===== config.mk =====
export PLATFORM = sky130hd
export DESIGN_NAME = nibble_serial_adder
export DESIGN_NICKNAME = d
export VERILOG_FILES = /design/src/rtl/nibble_serial_adder.sv
export SDC_FILE = /design/constraint.sdc
export NUM_CORES = 1
export LEC_CHECK = 0
export CAP_MARGIN = 20
export CORE_MARGIN = 10
export CORE_UTILIZATION = 54
export CTS_CLUSTER_SIZE = 40
export DETAILED_ROUTE_END_ITERATION = 6
export PLACE_DENSITY = 0.83
export SYNTH_ARGS = -nofsm -noshare
export SYNTH_HDL_FRONTEND = slang
export SYNTH_SLANG_ARGS = --single-unit

===== constraint.sdc =====
create_clock -name clk -period 2.7 [get_ports clk]
set_clock_uncertainty 0.15 [all_clocks]
set_input_delay 0.27 -clock clk [delete_from_list [all_inputs] [get_ports clk]]
set_output_delay 0.27 -clock clk [all_outputs]
set_load 0.03 [all_outputs]

===== src/rtl/nibble_serial_adder.sv =====
// nibble_serial_adder: multi-cycle WIDTH-bit unsigned adder built on an internal
// 4-bit add-with-carry slice. Operands are processed one nibble per clock from the
// least-significant end. The slice carry-out is registered and fed back as the
// carry-in of the next nibble.
//
// Optional feature macro: NIBBLE_SERIAL_OVF_EN (adds a signed-overflow output ovf).
//
// Ports:
//   clk    in   rising-edge clock
//   rst    in   synchronous active-high reset
//   start  in   add request, sampled only in IDLE
//   a, b   in   WIDTH-bit operands, captured on an accepted start
//   cin    in   initial carry-in, captured on an accepted start
//   busy   out  high while an add is in progress (RUN and DONE)
//   done   out  one-cycle pulse; s/c (and ovf) are valid from this cycle
//   s      out  sum register, holds the last result
//   c      out  final carry-out register
//   ovf    out  signed overflow of the last result (only with NIBBLE_SERIAL_OVF_EN)
module nibble_serial_adder #(
  parameter int unsigned WIDTH = 16
) (
  input  logic             clk,
  input  logic             rst,
  input  logic             start,
  input  logic [WIDTH-1:0] a,
  input  logic [WIDTH-1:0] b,
  input  logic             cin,
  output logic             busy,
  output logic             done,
  output logic [WIDTH-1:0] s,
`ifdef NIBBLE_SERIAL_OVF_EN
  output logic             c,
  output logic             ovf
`else
  output logic             c
`endif
);

  localparam int unsigned NIBBLES = WIDTH / 4;
  localparam int unsigned CNT_W   = (NIBBLES > 1) ? $clog2(NIBBLES) : 1;
  localparam logic [CNT_W-1:0] LAST_CNT = CNT_W'(NIBBLES - 1);

  typedef enum logic [1:0] {
    S_IDLE = 2'd0,
    S_RUN  = 2'd1,
    S_DONE = 2'd2
  } state_t;

  state_t r_state;
  state_t w_state_nxt;

  logic [WIDTH-1:0] r_a_sh;
  logic [WIDTH-1:0] r_b_sh;
  logic [WIDTH-1:0] r_s_sh;
  logic             r_carry;
  logic [CNT_W-1:0] r_cnt;

  logic [4:0]       w_sum5;
  logic [3:0]       w_sum4;
  logic             w_co;
  logic [WIDTH-1:0] w_s_sh_nxt;
  logic             w_last;
  logic             w_busy_d;
  logic             w_done_d;

  // 4-bit add-with-carry slice on the low nibble of the operand shifters
  assign w_sum5     = 5'(r_a_sh[3:0]) + 5'(r_b_sh[3:0]) + 5'(r_carry);
  assign w_sum4     = w_sum5[3:0];
  assign w_co       = w_sum5[4];
  assign w_s_sh_nxt = {w_sum4, r_s_sh[WIDTH-1:4]};
  assign w_last     = (r_cnt == LAST_CNT);

  // State register
  always_ff @(posedge clk) begin
    if (rst) r_state <= S_IDLE;
    else     r_state <= w_state_nxt;
  end

  // Next-state logic
  always_comb begin
    w_state_nxt = r_state;
    case (r_state)
      S_IDLE:  if (start) w_state_nxt = S_RUN;
      S_RUN:   if (w_last) w_state_nxt = S_DONE;
      S_DONE:  w_state_nxt = S_IDLE;
      default: w_state_nxt = S_IDLE;
    endcase
  end

  // Output decode: busy/done are registered against the state being entered
  always_comb begin
    w_busy_d = 1'b0;
    w_done_d = 1'b0;
    case (w_state_nxt)
      S_RUN:   w_busy_d = 1'b1;
      S_DONE: begin
        w_busy_d = 1'b1;
        w_done_d = 1'b1;
      end
      default: ;
    endcase
  end

  always_ff @(posedge clk) begin
    if (rst) begin
      busy <= 1'b0;
      done <= 1'b0;
    end else begin
      busy <= w_busy_d;
      done <= w_done_d;
    end
  end

  // Datapath: operand capture, nibble shifting, result capture on the final slice
  always_ff @(posedge clk) begin
    if (rst) begin
      r_a_sh  <= '0;
      r_b_sh  <= '0;
      r_s_sh  <= '0;
      r_carry <= 1'b0;
      r_cnt   <= '0;
      s       <= '0;
      c       <= 1'b0;
    end else begin
      case (r_state)
        S_IDLE: begin
          if (start) begin
            r_a_sh  <= a;
            r_b_sh  <= b;
            r_s_sh  <= '0;
            r_carry <= cin;
            r_cnt   <= '0;
          end
        end
        S_RUN: begin
          r_a_sh  <= {4'b0000, r_a_sh[WIDTH-1:4]};
          r_b_sh  <= {4'b0000, r_b_sh[WIDTH-1:4]};
          r_s_sh  <= w_s_sh_nxt;
          r_carry <= w_co;
          r_cnt   <= r_cnt + CNT_W'(1);
          // Result must include the slice computed in this same cycle
          if (w_last) begin
            s <= w_s_sh_nxt;
            c <= w_co;
          end
        end
        default: ;
      endcase
    end
  end

`ifdef NIBBLE_SERIAL_OVF_EN
  logic w_c_into_msb;

  // Carry into bit 3 of the top nibble recovered from its sum bit
  assign w_c_into_msb = r_a_sh[3] ^ r_b_sh[3] ^ w_sum4[3];

  always_ff @(posedge clk) begin
    if (rst) begin
      ovf <= 1'b0;
    end else if (r_state == S_RUN && w_last) begin
      ovf <= w_c_into_msb ^ w_co;
    end
  end
`endif

endmodule

==> out/qor.yml, run 1 <==
grt_pass1_wl_mm: 10.9
diodes: 0
multi_input_area_sq_mm: 0.00119
drc: 0
syn_inst: 320
yosys_register_bits: 68
nFillCells: 403
worst_slack_ns: 0.855
antenna_found_initial: 0
port_buffers: 54
ys_warn_count: 0
hp-class: "in -> reg"
crit_path_top_delay_cell: "fa_1"
cts.path.max_buffers: 2
tns_ns: 0
final_util_pct: 72.0
seqCellArea_sq_mm: 0.00136
setup_viol: 0
layout_commonest_cell: "nand2_1"
grt_pass1_vias: 2343
cpLargestDelayFamily: "adder cells"
pre_cts_ws_ns: 0.744
wl_met2_mm: 2.92
dr.pass1.iters: 4
io_pins: 55
path_max_fanout: 2
arrival_ns: 1.91
drt-total-wl_mm: 6.31
drive_gt1_share_pct: 6.70
cp_cell_sequence: "fa_1 -> inv_1 -> fa_1 -> nor2b_1 -> o21a_1 -> nor3_1 -> nor3_1"
ctsHoldBuffers: 0
cap_violations: 0
initial_core_util_pct: 56.1
ys_seq_area_share_pct: 50.7
critPathKind: "reg -> reg"
clk_pin_slew_worst_paths_ns: 0.06
wl_met1_mm: 2.91
peakVddDrop_uv: 448
final_cell_mix: "nand2_1 (78), dfxtp_1 (68), nor2_1 (54)"
synthesis.nets: 363
ant_nets: 0
cts_resized: 0
h-tree-depth: 3
highest_layer: "met4"
met3RoutedLength_um: 363
num_rows: 25
grt_usage_pct: 16.3
coreArea_sq_mm: 0.00479
leakagePower_uw: 0.00131
rsz0062_at_grt: "false"
cts_tree: "built"
drt_iter0_drc: 181
postSynthAreaPerCell_sq_um: 8.39
path_buf_inv: 1
worst_pin_slew_ns: 0.615
cpPeakStageDelay_ns: 0.45
outcome: "finished, final reports clean"
dieArea_sq_mm: 0.00820
netlist_area_sq_mm: 0.00269
num_vias: 2333
yosysUniqueCellTypes: 28
finalCritPeriodShare_pct: 68.3
min_period_ns: 1.85
postCtsSetupBuffers: 0
fmax_ghz: 0.542
cts_root_buf: "clkbuf_8"
drv_slew: 0
gr-total-overflow: 0
cts_buffers: 9
globalplace.congestion: 0.823
grt_max_degree: 50
relSlewSlack_pct: 58.8
vias_per_cell: 5.30
layout.nets: 411
hold_viol_final: 0
startpoint_type: "register"
timing.critical_path.required_ns: 2.76
clock_latency_ns: 0.35
wire_per_inst_um: 14.3
cts.sinks: 68
die_w_um: 90.5
endpoint_kind: "register"
powerDensity_mw_per_mm2: 629
die_y_um: 90.5
dp_hpwl_mm: 4.35
layout-area-overhead-vs-synth_pct: 28.2
-- layer usage --
layer,GRT usage [%],vias up
met1,19.8,1067
met3,6.07,12
met5,0,-
li1,-,1191
met4,7.69,0
met2,24.6,63
-- cell type report --
cell class	count	share of cell area (%)
Clock buffer	16	5.81
Inverter	5	0.545
Multi-Input combinational cell	223	34.6
Sequential cell	68	39.5
Tap cell	67	2.43
Timing Repair Buffer	61	17.1
-- Yosys cell counts --
cell,count,share of area (%)
nand2_1,78,11
dfxtp_1,68,51
nor2_1,55,7.7
a311oi_1,24,7.8
a22oi_1,20,5.6
a21oi_1,19,3.5
clkbuf_1,11,1.5
buf_2,9,1.7
ha_1,5,2.3
buf_4,4,1.1
inv_1,4,0.56
nand2b_1,3,0.70
a211oi_1,2,0.56
fa_1,2,1.5
nor2b_1,2,0.47
nor3_1,2,0.37
a21o_1,1,0.28
and2b_1,1,0.28
and3_1,1,0.23
inv_2,1,0.14
nand2_2,1,0.23
nand3_1,1,0.19
o21a_1,1,0.28
o21ai_0,1,0.19
o21bai_1,1,0.28
o31a_1,1,0.33
or3_1,1,0.23
xnor2_1,1,0.33
-- state kept, by name, indices dropped and copies added, names as in the netlist --
signal / count
r_state: 2
r_cnt: 2
r_s_sh: 12
busy: 1
done: 1
s: 16
r_carry: 1
r_b_sh: 16
r_a_sh: 16
c: 1
-- stage by stage --
stage	hold slack (ns)	area (sq um)	std cells	total power, uW
floorplan	0.268	2690	320	1270
global placement	0.292	3240	424	1360
detailed placement	0.296	3240	424	1370
CTS	0.222	3440	440	2180
global route	0.255	3440	440	2270
finish	0.237	3440	440	2170
-- path summary, 6_finish.rpt --
path / start / to / slack [ns] / cells past startpoint
max: r_a_sh[0]$_SDFFE_PP0P_ / c$_SDFFE_PP0P_ / 0.85 / 7
min: rst / r_s_sh[4]$_SDFFE_PP0P_ / 0.24 / 2
max reg2reg: r_a_sh[0]$_SDFFE_PP0P_ / c$_SDFFE_PP0P_ / 0.85 / 7
min reg2reg: s[6]$_SDFFE_PP0P_ / s[6]$_SDFFE_PP0P_ / 0.30 / 2
-- report_power, final --
group	switching [uW]	internal, uW	leakage, uW
clock	354	460	0.000103
combinational	143	122	0.000649
sequential	33.0	1060	0.000556
total	529	1640	0.00131
-- kinds of logic (layout without fill, tap and decap cells) --
group           Yosys count  after routing  synth area share [%]
simple gates            145            145                  21.3
fa+ha+maj                 7              7                  3.82
buf+inv                  29             82                  5.03
flops                    68             68                  50.7
xor+xnor                  1              1                 0.326
compound gates           70             70                  18.9
-- worst register-to-register path, stage by stage (launching register included) --
cell and delay (ns):
dfxtp_1 0.32, fa_1 0.45, inv_1 0.09, fa_1 0.22, nor2b_1 0.06, o21a_1 0.17
nor3_1 0.17, nor3_1 0.08
No activity file was read; power rests on OpenSTA's default activity.
==> inputs of run 2 (changes only) <==
--- a/config.mk
+++ b/config.mk
@@ -7,10 +7,10 @@
 export LEC_CHECK = 0
 export CAP_MARGIN = 20
 export CORE_MARGIN = 10
-export CORE_UTILIZATION = 54
+export CORE_UTILIZATION = 50
 export CTS_CLUSTER_SIZE = 40
 export DETAILED_ROUTE_END_ITERATION = 6
-export PLACE_DENSITY = 0.83
+export PLACE_DENSITY = 0.78
 export SYNTH_ARGS = -nofsm -noshare
 export SYNTH_HDL_FRONTEND = slang
 export SYNTH_SLANG_ARGS = --single-unit
==> constraint.sdc (replaced) <==
create_clock -name clk -period 1.9 [get_ports clk]
set_clock_uncertainty 0.15 [all_clocks]
set_input_delay 0.19 -clock clk [delete_from_list [all_inputs] [get_ports clk]]
set_output_delay 0.19 -clock clk [all_outputs]
set_load 0.03 [all_outputs]
==> out/qor.yml, run 2 (synthesis gave the netlist of run 1 again) <==
dp_hpwl_mm: 4.39  # was 4.35 mm
path_max_fanout: 2  # unchanged
regToRegStartpoint: "r_a_sh[0]$_SDFFE_PP0P_"  # unchanged
cts.sinks: 68  # unchanged
globalplace.congestion: 0.900  # was 0.823
tns_ns: 0  # unchanged
total_power_uw: 2980  # was 2170 uW
drt_iter0_drc: 156  # was 181
hold_end: "r_a_sh[8]$_SDFFE_PP0P_"  # was r_s_sh[4]$_SDFFE_PP0P_
startpoint_type: "register"  # unchanged
coreArea_sq_mm: 0.00517  # was 0.00479 sq mm
outcome: "finished, final reports clean"  # unchanged
cts_buffers: 9  # unchanged
layout-area-overhead-vs-synth_pct: 28.8  # was 28.2%
min_from: "rst"  # unchanged
hp-class: "in -> reg"  # unchanged
ctsHoldBuffers: 0  # unchanged
wire_per_inst_um: 13.8  # was 14.3 um
rsz0062_at_grt: "false"  # unchanged
r2r_cells: 7  # unchanged
cts_resized: 0  # unchanged
io_pins: 55  # unchanged
clock_latency_ns: 0.34  # was 0.35 ns
peakVddDrop_uv: 459  # was 448 uV
initial_core_util_pct: 51.9  # was 56.1%
cts_root_buf: "clkbuf_8"  # unchanged
diodes: 0  # unchanged
drt-total-wl_mm: 6.13  # was 6.31 mm
top_regs: "r_a_sh x16, r_b_sh x16, s x16"  # unchanged
num_vias: 2363  # was 2,333
powerDensity_mw_per_mm2: 861  # was 629 mW/mm^2
cts_tree: "built"  # unchanged
vias_per_cell: 5.30  # about the same
drc: 0  # unchanged
dieArea_sq_mm: 0.00870  # was 0.00820 sq mm
worst_pin_slew_ns: 0.468  # was 0.615 ns
cts.path.max_buffers: 2  # unchanged
r2r-end: "r_carry$_SDFFE_PP0P_"  # was c$_SDFFE_PP0P_
clk_pin_slew_worst_paths_ns: 0.08  # was 0.06 ns
port_buffers: 54  # unchanged
layout.nets: 414  # was 411
relSlewSlack_pct: 68.8  # was 58.8%
final_cell_mix: "nand2_1 (78), dfxtp_1 (68), nor2_1 (54)"  # unchanged
endpoint_kind: "register"  # unchanged
hold_viol_final: 0  # unchanged
drive_gt1_share_pct: 7.98  # was 6.70%
layout_commonest_cell: "nand2_1"  # unchanged
finalCritPeriodShare_pct: 92.2  # was 68.3%
dr.pass1.iters: 4  # unchanged
r2r_setup_slack_ns: 0.15  # was 0.85 ns
postCtsSetupBuffers: 0  # unchanged
num_rows: 26  # was 25
grt_pass1_wl_mm: 10.3  # was 10.9 mm
die_y_um: 93.3  # was 90.5 um
cap_violations: 0  # unchanged
leakagePower_uw: 0.00130  # was 0.00131 uW
grt_pass1_vias: 2204  # was 2,343
die_w_um: 93.3  # was 90.5 um
drv_slew: 0  # unchanged
hold_depth: 2  # unchanged
min_period_ns: 1.75  # was 1.85 ns
grt_usage_pct: 14.7  # was 16.3%
gr-total-overflow: 0  # unchanged
ant_nets: 0  # unchanged
critPathKind: "reg -> reg"  # unchanged
antenna_found_initial: 0  # unchanged
h-tree-depth: 3  # unchanged
grt_max_degree: 50  # unchanged
setup_viol: 0  # unchanged
fmax_ghz: 0.571  # was 0.542 GHz
timing.critical_path.required_ns: 1.99  # was 2.76 ns
nFillCells: 447  # was 403
arrival_ns: 1.84  # was 1.91 ns
[run 2: layout make-up]
| class | instances | area (sq um) | area share (%) |
|---|---|---|---|
| clock buffers | 10 | 138 | 3.98 |
| clock inverters | 6 | 40.0 | 1.16 |
| well taps | 70 | 87.6 | 2.53 |
| flip-flops and latches | 68 | 1360 | 39.3 |
| repair buffers | 64 | 623 | 18.0 |
| inverters | 5 | 18.8 | 0.542 |
| multi-input cells | 223 | 1190 | 34.5 |
[run 2: worst max-delay path by stage]
stage / start / to / slack (ns) / cells after the start
detailed placement: r_a_sh[0]$_SDFFE_PP0P_ / r_carry$_SDFFE_PP0P_ / 0.14 / 7
CTS: s[14]$_SDFFE_PP0P_ / s[14] / 0.14 / 1
floorplan: r_a_sh[0]$_SDFFE_PP0P_ / r_carry$_SDFFE_PP0P_ / 0.22 / 7
finish: r_a_sh[0]$_SDFFE_PP0P_ / r_carry$_SDFFE_PP0P_ / 0.15 / 7
global route: r_a_sh[0]$_SDFFE_PP0P_ / c$_SDFFE_PP0P_ / 0.004 / 7
global placement: r_a_sh[0]$_SDFFE_PP0P_ / r_carry$_SDFFE_PP0P_ / 0.19 / 7
[run 2: metrics by stage]
stage	instances	cell area, sq um	worst slack, ns	hold slack (ns)	util (%)
5_1_grt	446	3460	0.00374	0.246	66.9
6_report	446	3460	0.148	0.205	66.9
4_1_cts	446	3460	0.144	0.204	66.9
3_5_place_dp	430	3280	0.144	0.297	63.5
3_3_place_gp	430	3280	0.192	0.291	63.5
2_1_floorplan	320	2690	0.217	0.188	-
[run 2: where the power goes]
part           total, uW  switching [uW]  leakage [uW]  internal [uW]
combinational        382             200      0.000668            182
clock               1050             550     0.0000803            503
sequential          1540            46.2      0.000556           1500
[run 2: routing by layer]
metal	global-route usage [%]	vias to the layer above	share of wire [%]
met4	8.74	0	2.4
li1	-	1194	-
met2	21.7	80	46
met3	3.60	13	6.1
met1	19.0	1076	45
met5	0	-	0
[run 2: worst max-delay path, stage by stage (launching register included)]
cell and delay [ns]:
dfxtp_1 0.33, fa_1 0.44, inv_1 0.08, fa_1 0.20
nor2b_1 0.06, o21a_1 0.18, o21ai_0 0.14, a21oi_1 0.08
==> inputs of run 3 (changes only) <==
--- a/config.mk
+++ b/config.mk
@@ -14,3 +14,4 @@
 export SYNTH_ARGS = -nofsm -noshare
 export SYNTH_HDL_FRONTEND = slang
 export SYNTH_SLANG_ARGS = --single-unit
+export TNS_END_PERCENT = 20
==> results of run 3 <==
Same layout as run 2: the final DEF is identical, and so are final timing and power.
